File: config.mk
export PLATFORM = sky130hd
export DESIGN_NAME = dmem_arbiter
export DESIGN_NICKNAME = d
export VERILOG_FILES = /design/src/rtl/dmem_arbiter_pkg.sv /design/src/rtl/dmem_arbiter_addr_check.sv /design/src/rtl/dmem_arbiter.sv
export SDC_FILE = /design/constraint.sdc
export NUM_CORES = 1
export LEC_CHECK = 0
export CAP_MARGIN = 5
export CORE_ASPECT_RATIO = 0.6
export CORE_MARGIN = 2
export CORE_UTILIZATION = 26
export DETAILED_ROUTE_END_ITERATION = 8
export MAX_ROUTING_LAYER = met4
export PLACE_DENSITY = 0.84
export SYNTH_ARGS = -nofsm -noshare
export SYNTH_HDL_FRONTEND = slang
export SYNTH_SLANG_ARGS = --single-unit
File: constraint.sdc
create_clock -name clk -period 2 [get_ports clk]
set_input_delay 0.4 -clock clk [delete_from_list [all_inputs] [get_ports clk]]
set_output_delay 0.4 -clock clk [all_outputs]
set_load 0.03 [all_outputs]
File: src/rtl/dmem_arbiter_pkg.sv
// rtl/dmem_arbiter_pkg.sv - shared owner-state type and default sizing for the data-memory arbiter
package dmem_arbiter_pkg;

  localparam int DMEM_N_DEFAULT         = 1024;
  localparam int DMEM_MAX_BURST_DEFAULT = 8;

  typedef enum logic [1:0] {
    IDLE    = 2'd0,
    CPU_OWN = 2'd1,
    LD_OWN  = 2'd2
  } owner_t;

  localparam logic OWNER_CPU = 1'b0;
  localparam logic OWNER_LD  = 1'b1;

endpackage

File: src/rtl/dmem_arbiter_addr_check.sv
// rtl/dmem_arbiter_addr_check.sv - word-aligned, in-range address compare for the data memory
module dmem_addr_check
  import dmem_arbiter_pkg::*;
#(
  parameter int N = DMEM_N_DEFAULT
) (
  input  logic [31:0] addr,
  output logic        legal
);

  localparam logic [31:0] LAST_WORD = 32'(N - 4);

  // A beat is legal when it is word aligned and the whole word fits in memory
  always_comb begin
    legal = (addr[1:0] == 2'b00) && (addr <= LAST_WORD);
  end

endmodule

File: src/rtl/dmem_arbiter.sv
// rtl/dmem_arbiter.sv - CPU / loader arbiter in front of a single-port data memory
module dmem_arbiter
  import dmem_arbiter_pkg::*;
#(
  parameter int N         = DMEM_N_DEFAULT,
  parameter int MAX_BURST = DMEM_MAX_BURST_DEFAULT
) (
  input  logic        clk,
  input  logic        rst,
  input  logic        c_req,
  input  logic        c_we,
  input  logic [31:0] c_addr,
  input  logic [31:0] c_wdata,
  output logic        c_gnt,
  input  logic        l_req,
  input  logic        l_we,
  input  logic        l_last,
  input  logic [31:0] l_addr,
  input  logic [31:0] l_wdata,
  output logic        l_gnt,
  output logic [31:0] rdata,
  output logic [31:0] m_a,
  output logic [31:0] m_wd,
  output logic        m_we,
  input  logic [31:0] m_rd,
  input  logic        err_clr,
  output logic        err,
  output logic [31:0] err_addr
);

  localparam int            CW          = $clog2(MAX_BURST + 1);
  localparam logic [CW-1:0] BURST_LIMIT = CW'(MAX_BURST);

  owner_t        state;
  owner_t        state_nx;
  logic          last_owner;
  logic [CW-1:0] burst_cnt;
  logic          yield;
  logic          legal;
  logic          fault;

  // The loader is cut off only once it has used its allowance and the CPU is waiting
  assign yield = (state == LD_OWN) && (burst_cnt == BURST_LIMIT) && c_req;

  // State register, tie-break history and loader burst counter (saturates at the limit)
  always_ff @(posedge clk) begin
    if (!rst) begin
      state      <= IDLE;
      last_owner <= OWNER_LD;
      burst_cnt  <= '0;
    end else begin
      state <= state_nx;
      if (state_nx != state && state_nx == CPU_OWN) begin
        last_owner <= OWNER_CPU;
      end else if (state_nx != state && state_nx == LD_OWN) begin
        last_owner <= OWNER_LD;
      end
      if (state_nx == LD_OWN && state != LD_OWN) begin
        burst_cnt <= '0;
      end else if (l_gnt && burst_cnt != BURST_LIMIT) begin
        burst_cnt <= burst_cnt + CW'(1);
      end
    end
  end

  // Next owner: ties go to whoever did not own last, the loader leaves on last beat, yield or drop
  always_comb begin
    state_nx = state;
    case (state)
      IDLE: begin
        if (c_req && l_req) begin
          state_nx = (last_owner == OWNER_LD) ? CPU_OWN : LD_OWN;
        end else if (c_req) begin
          state_nx = CPU_OWN;
        end else if (l_req) begin
          state_nx = LD_OWN;
        end
      end
      CPU_OWN: begin
        if (!c_req) begin
          state_nx = l_req ? LD_OWN : IDLE;
        end
      end
      LD_OWN: begin
        if (yield) begin
          state_nx = CPU_OWN;
        end else if (!l_req) begin
          state_nx = IDLE;
        end else if (l_last) begin
          state_nx = c_req ? CPU_OWN : IDLE;
        end
      end
      default: state_nx = IDLE;
    endcase
  end

  // Memory address/data follow the loader only while it owns the port
  always_comb begin
    m_a  = c_addr;
    m_wd = c_wdata;
    if (state == LD_OWN) begin
      m_a  = l_addr;
      m_wd = l_wdata;
    end
  end

  dmem_addr_check #(
    .N (N)
  ) u_addr_check (
    .addr  (m_a),
    .legal (legal)
  );

  // Grants and write strobe; everything is held off while reset is asserted
  always_comb begin
    c_gnt = 1'b0;
    l_gnt = 1'b0;
    m_we  = 1'b0;
    if (rst) begin
      c_gnt = (state == CPU_OWN) && c_req;
      l_gnt = (state == LD_OWN) && l_req && !yield;
      m_we  = legal && ((c_gnt && c_we) || (l_gnt && l_we));
    end
  end

  assign rdata = m_rd;
  assign fault = (c_gnt || l_gnt) && !legal;

  // Sticky error keeps the first faulting address; a fault coincident with a clear restarts capture
  always_ff @(posedge clk) begin
    if (!rst) begin
      err      <= 1'b0;
      err_addr <= '0;
    end else if (fault) begin
      err <= 1'b1;
      if (!err || err_clr) begin
        err_addr <= m_a;
      end
    end else if (err_clr) begin
      err <= 1'b0;
    end
  end

endmodule

After elaboration in Yosys (flattened, before gate mapping). Index checks and enable logic that the tools add are counted. W data, S select, Z words.

Register bits after elaboration: 40. Input bits: 168. Output and inout bits: 132. Word-level logic and storage cells: 63.

Muxes and demuxes: 20. Order comparisons: 1. Bitwise operators: 1. Eq/ne operators: 8. Reduce and logical (&&, ||, !) cells: 27. Add/subtract/negate cells: 1.

Operator list (number): $mux W32 (2); $le A32 B10 Y1 const B (1); $mux W2 (9); $logic_and A1 B1 Y1 (15); $mux W1 (8); $pmux W2 S3 (1); $add A4 B1 Y4 const B (1); $eq A2 B1 Y1 const B (2); $eq A2 B2 Y1 const B (2); $eq A4 B4 Y1 const B (1); $logic_not A2 Y1 (2); $ne A4 B4 Y1 const B (1); $reduce_bool A2 Y1 (2); $logic_not A1 Y1 (3); $logic_or A1 B1 Y1 (3); $ne A2 B2 Y1 (1); $ne A2 B2 Y1 const B (1); $reduce_and A2 Y1 (1); $reduce_or A2 Y1 (1); $not A1 Y1 (1).

Depth between registers and ports, before layout.
Word-level depth: 9. Mapped depth: 8. Mapped depth without buffers: 7.

Hierarchy. A second synthesis with hierarchy kept.

Cells, all modules: 309. Area, all modules: 2932.8 um^2.

Modules (own cells, without submodules): dmem_arbiter (instances 1, cells an instance 300, sequential area each 800.8 um^2, area an instance 2875.3 um^2); dmem_addr_check (instances 1, cells an instance 9, sequential area each 0.0 um^2, area an instance 57.6 um^2).

Worst setup path before layout. OpenSTA, ideal clock, no wires.

Path type: in2out. Start point: input port rst. End point: output port m_we. Cell stages on the path: 5. Slack: -595 ps. Arrival: 2195 ps. Data required time: 1600 ps. Cells stage by stage: buf_2 nand2_1 nor3_1 nand2_1 a21boi_0.

Word-level cells in the longest chain between the ends: 1.

RTL lines: start, declared (RTL line dmem_arbiter.sv:9) `input logic rst,`; $mux W1 (RTL line dmem_arbiter.sv:119) `if (rst) begin`; end, declared (RTL line dmem_arbiter.sv:24) `output logic m_we,`.

Every way passes these cells.

Final worst setup path.
Start point: register burst_cnt[1]. End point: output port m_we.

Word-level cells in the longest chain between the ends: 9.

RTL lines: start, declared (RTL line dmem_arbiter.sv:37) `logic [CW-1:0] burst_cnt;`; start signal, assigned (RTL line dmem_arbiter.sv:61) `burst_cnt <= burst_cnt + CW'(1);`; $eq A4 B4 Y1 (RTL line dmem_arbiter.sv:43) `assign yield = (state == LD_OWN) && (burst_cnt == BURST_LIMIT) && c_req;`; $logic_and A1 B1 Y1 (2 in a row) (RTL line dmem_arbiter.sv:43); $logic_not A1 Y1 (RTL line dmem_arbiter.sv:121) `l_gnt = (state == LD_OWN) && l_req && !yield;`; $logic_and A1 B1 Y1 (RTL line dmem_arbiter.sv:121); $logic_and A1 B1 Y1 (RTL line dmem_arbiter.sv:122) `m_we = legal && ((c_gnt && c_we) || (l_gnt && l_we));`; $logic_or A1 B1 Y1 (RTL line dmem_arbiter.sv:122); $logic_and A1 B1 Y1 (RTL line dmem_arbiter.sv:122); $mux W1 (RTL line dmem_arbiter.sv:119).

Every way passes these cells.

==> impl_metrics.json <==
{
  "drcViolationCount": 0,
  "vias": 3648,
  "p_total_mw": 3.05,
  "grt_max_degree": 65,
  "p_leak_nw": 2.69,
  "rows": 29,
  "cts_buffer_depth": 2,
  "syn_area_per_cell_sq_um": 6.91,
  "wl_per_cell_microns": 17.5,
  "crit_family": "simple AND/OR/NAND/NOR gates",
  "n_antenna_cell": 0,
  "antenna_found_initial": 0,
  "ios": 300,
  "crit_fanout": 2,
  "violations": "negative setup slack",
  "cts_tree": "done",
  "p_per_area_nw_per_um2": 525,
  "cts.sinks": 40,
  "cpMostUsedCell": "buf_6",
  "rsz0062_at_grt": "yes",
  "tns_ps": -352,
  "hp-class": "register to register",
  "die_y_microns": 85.0,
  "period_minus_slack_ps": 2080,
  "crit_path_top_delay_cell": "dfxtp_2",
  "critPathCaptureType": "primary output",
  "postRouteAntennaNets": 0,
  "crit_type": "register to primary output",
  "vias_per_cell": 4.66,
  "synth.area.mux_share_pct": 13.4,
  "htree_levels": 2,
  "start_kind": "register",
  "crit_required_ps": 1600,
  "synth_warnings": 0,
  "finalInstanceArea_sq_um": 5820,
  "area_growth_pct": 104,
  "synth_top_family_by_area": "simple AND/OR/NAND/NOR gates",
  "dpl.hpwl_microns": 9910,
  "syn_inst": 412,
  "drt_pass1_iterations": 5,
  "start_util_pct": 26.9,
  "whs_ps": 483,
  "cts_inserted_buffers": 5,
  "rrSetupSlack_ps": -40,
  "slew_headroom_pct": 63.2,
  "synth_compound_area_share_pct": 3.03,
  "fin_nets": 814,
  "worstPathArrival_ps": 1680,
  "place_area_sq_um": 5230,
  "synthXorXnorAreaFrac_pct": 0.923,
  "path_buf_inv": 3,
  "yosys.area_share.simple_pct": 40.6,
  "fin_ws_ps": -77.5,
  "crit_chain": "inv_2, ha_4, and4b_2, nor3_4, buf_6, nand2_4, a21boi_4, buf_6",
  "synth.distinct_cells": 34,
  "clkTransAtPathRegs_ps": 60,
  "clock_latency_ps": 280,
  "drive_above_1_share_pct": 34.6,
  "grt_pass1_vias": 3629,
  "gp_congestion": 0.880,
  "cts_root_buf": "clkbuf_16",
  "syn_nets": 582,
  "holdBufCountCts": 0,
  "io_buffers": 235,
  "core_area_sq_um": 10600,
  "dieArea_sq_um": 11800,
  "first_iter_violations": 222,
  "critPathMaxStageDelay_ps": 340,
  "dp_slack_ps": -618,
  "peakVddDrop_mv": 0.337,
  "grt_pass1_wl_microns": 19300,
  "ys_seq_area_share_pct": 28.1,
  "maxCapViolCount": 0,
  "grt_usage_pct": 21.4,
  "drt-total-wl_microns": 13700,
  "mappedNetlistArea_sq_um": 2850,
  "fmax_ghz": 0.481,
  "finalSetupViolations": 16,
  "synth_adder_area_share_pct": 0.880,
  "fp.dieW_microns": 139,
  "status": "finished, violations left",
  "grt_overflow": 0,
  "clock_skew_ps": 9.87,
  "final_hold_viol_count": 0,
  "drv_slew": 0,
  "ys_ff_latch": 40,
  "period_share_pct": 104,
  "tightest_slew_ps": 547
}
-- where the power goes --
part | leakage (nW) | total [mW] | internal, mW | switching, mW
registers | 0.327 | 0.863 | 0.841 | 0.0225
clock network | 0.0760 | 0.846 | 0.524 | 0.322
logic | 2.29 | 1.34 | 0.634 | 0.708
total | 2.69 | 3.05 | 2.00 | 1.05
-- through the flow --
step           utilization (%)  instances
2_1_floorplan                -        412
6_report                  54.9        783
3_5_place_dp              49.4        763
3_3_place_gp              49.4        763
4_1_cts                   52.6        776
5_1_grt                   54.9        783
-- path summary, 6_finish.rpt --
path,start,endpoint,cells after the start
setup reg to reg,burst_cnt[1],err_addr[7],10
setup / recovery,burst_cnt[1],m_we,8
hold / removal,last_owner,last_owner,2
hold reg to reg,last_owner,last_owner,2
-- area by class of cell --
| type | instances | area [sq um] |
|---|---|---|
| fill | 968 | 4780 |
| timing repair buffer | 278 | 2630 |
| multi-input combinational | 313 | 2030 |
| sequential | 40 | 808 |
| tap | 139 | 174 |
| clock buffer | 7 | 153 |
| inverter | 6 | 22.5 |
-- metal layers --
layer | GRT usage (%) | wire length, microns | vias up | share of wire (%)
li1 | - | - | 1745 | -
met1 | 27.2 | 6090 | 1699 | 44
met2 | 33.6 | 6210 | 198 | 45
met3 | 7.90 | 1390 | 6 | 10
met4 | 2.75 | 46 | 0 | 0.33
met5 | - | 0 | - | 0
-- cells by family after synthesis --
group,Yosys count
compound gates,12
xor+xnor,3
fa+ha+maj,2
buf+inv,59
flops,40
mux,34
simple gates,262
-- placed cells by master, fill, tap and decap left out, types with 2 or more instances in the layout --
cell type	netlist	final
clkdlybuf4s15_1	0	9
nand4_1	3	3
clkbuf_8	0	2
nor3_4	2	2
dfxtp_1	40	36
dlygate4sd2_1	0	12
a211oi_1	2	2
o21bai_1	2	2
dfxtp_2	0	3
clkbuf_16	0	7
inv_1	6	4
clkdlybuf4s50_1	0	117
buf_2	5	22
nor4_4	0	8
xnor2_1	2	2
nand2_1	197	183
nand3_2	0	2
and2_1	32	32
nor4_2	0	4
buf_6	3	24
buf_4	32	76
buf_8	0	2
nand2_2	0	13
inv_2	0	2
clkdlybuf4s15_2	0	6
mux2_4	0	31
o21ai_0	2	2
a21oi_1	2	2
nor2_1	7	6
buf_12	0	7
mux2i_1	2	2
-- cells in the mapped netlist (all sizes together) --
cell type	n	area share, %
nand2	197	26
buf	44	11
dfxtp	40	28
and2	32	7.0
mux2	32	13
nor4	12	2.6
clkbuf	9	1.2
nor2	7	0.92
inv	6	0.79
nand4	3	0.66
nor3	3	1.3
a211oi	2	0.53
a21oi	2	0.35
ha	2	0.88
mux2i	2	0.70
nand2b	2	0.70
nand3	2	0.35
nor2b	2	0.44
o21ai	2	0.35
o21bai	2	0.53
xnor2	2	0.62
a21boi	1	0.26
a311oi	1	0.31
and4b	1	0.35
o21a	1	0.26
o22ai	1	0.44
or3	1	0.22
xor2	1	0.31
-- flip-flops by register name, indices dropped and copies added (netlist names) --
signal,flops
last_owner,1
err_addr,32
burst_cnt,4
state,2
err,1
-- worst reg2reg max path, stage by stage, from the launching register on --
cell,delay [ps]
dfxtp_2,340
inv_2,50
ha_4,150
and4b_2,230
nor3_4,150
buf_4,140
nor2_2,40
nor3_4,180
buf_6,150
buf_12,160
mux2_2,350
-- what timing repair did --
item,in CTS,in global routing
buffers inserted,8,3
gates resized for setup,195,39
hold endpoints to repair,0,0
setup endpoints to repair,96,69
pin swaps,20,0
gates cloned,1,4
No activity file was read; power rests on OpenSTA's default activity.
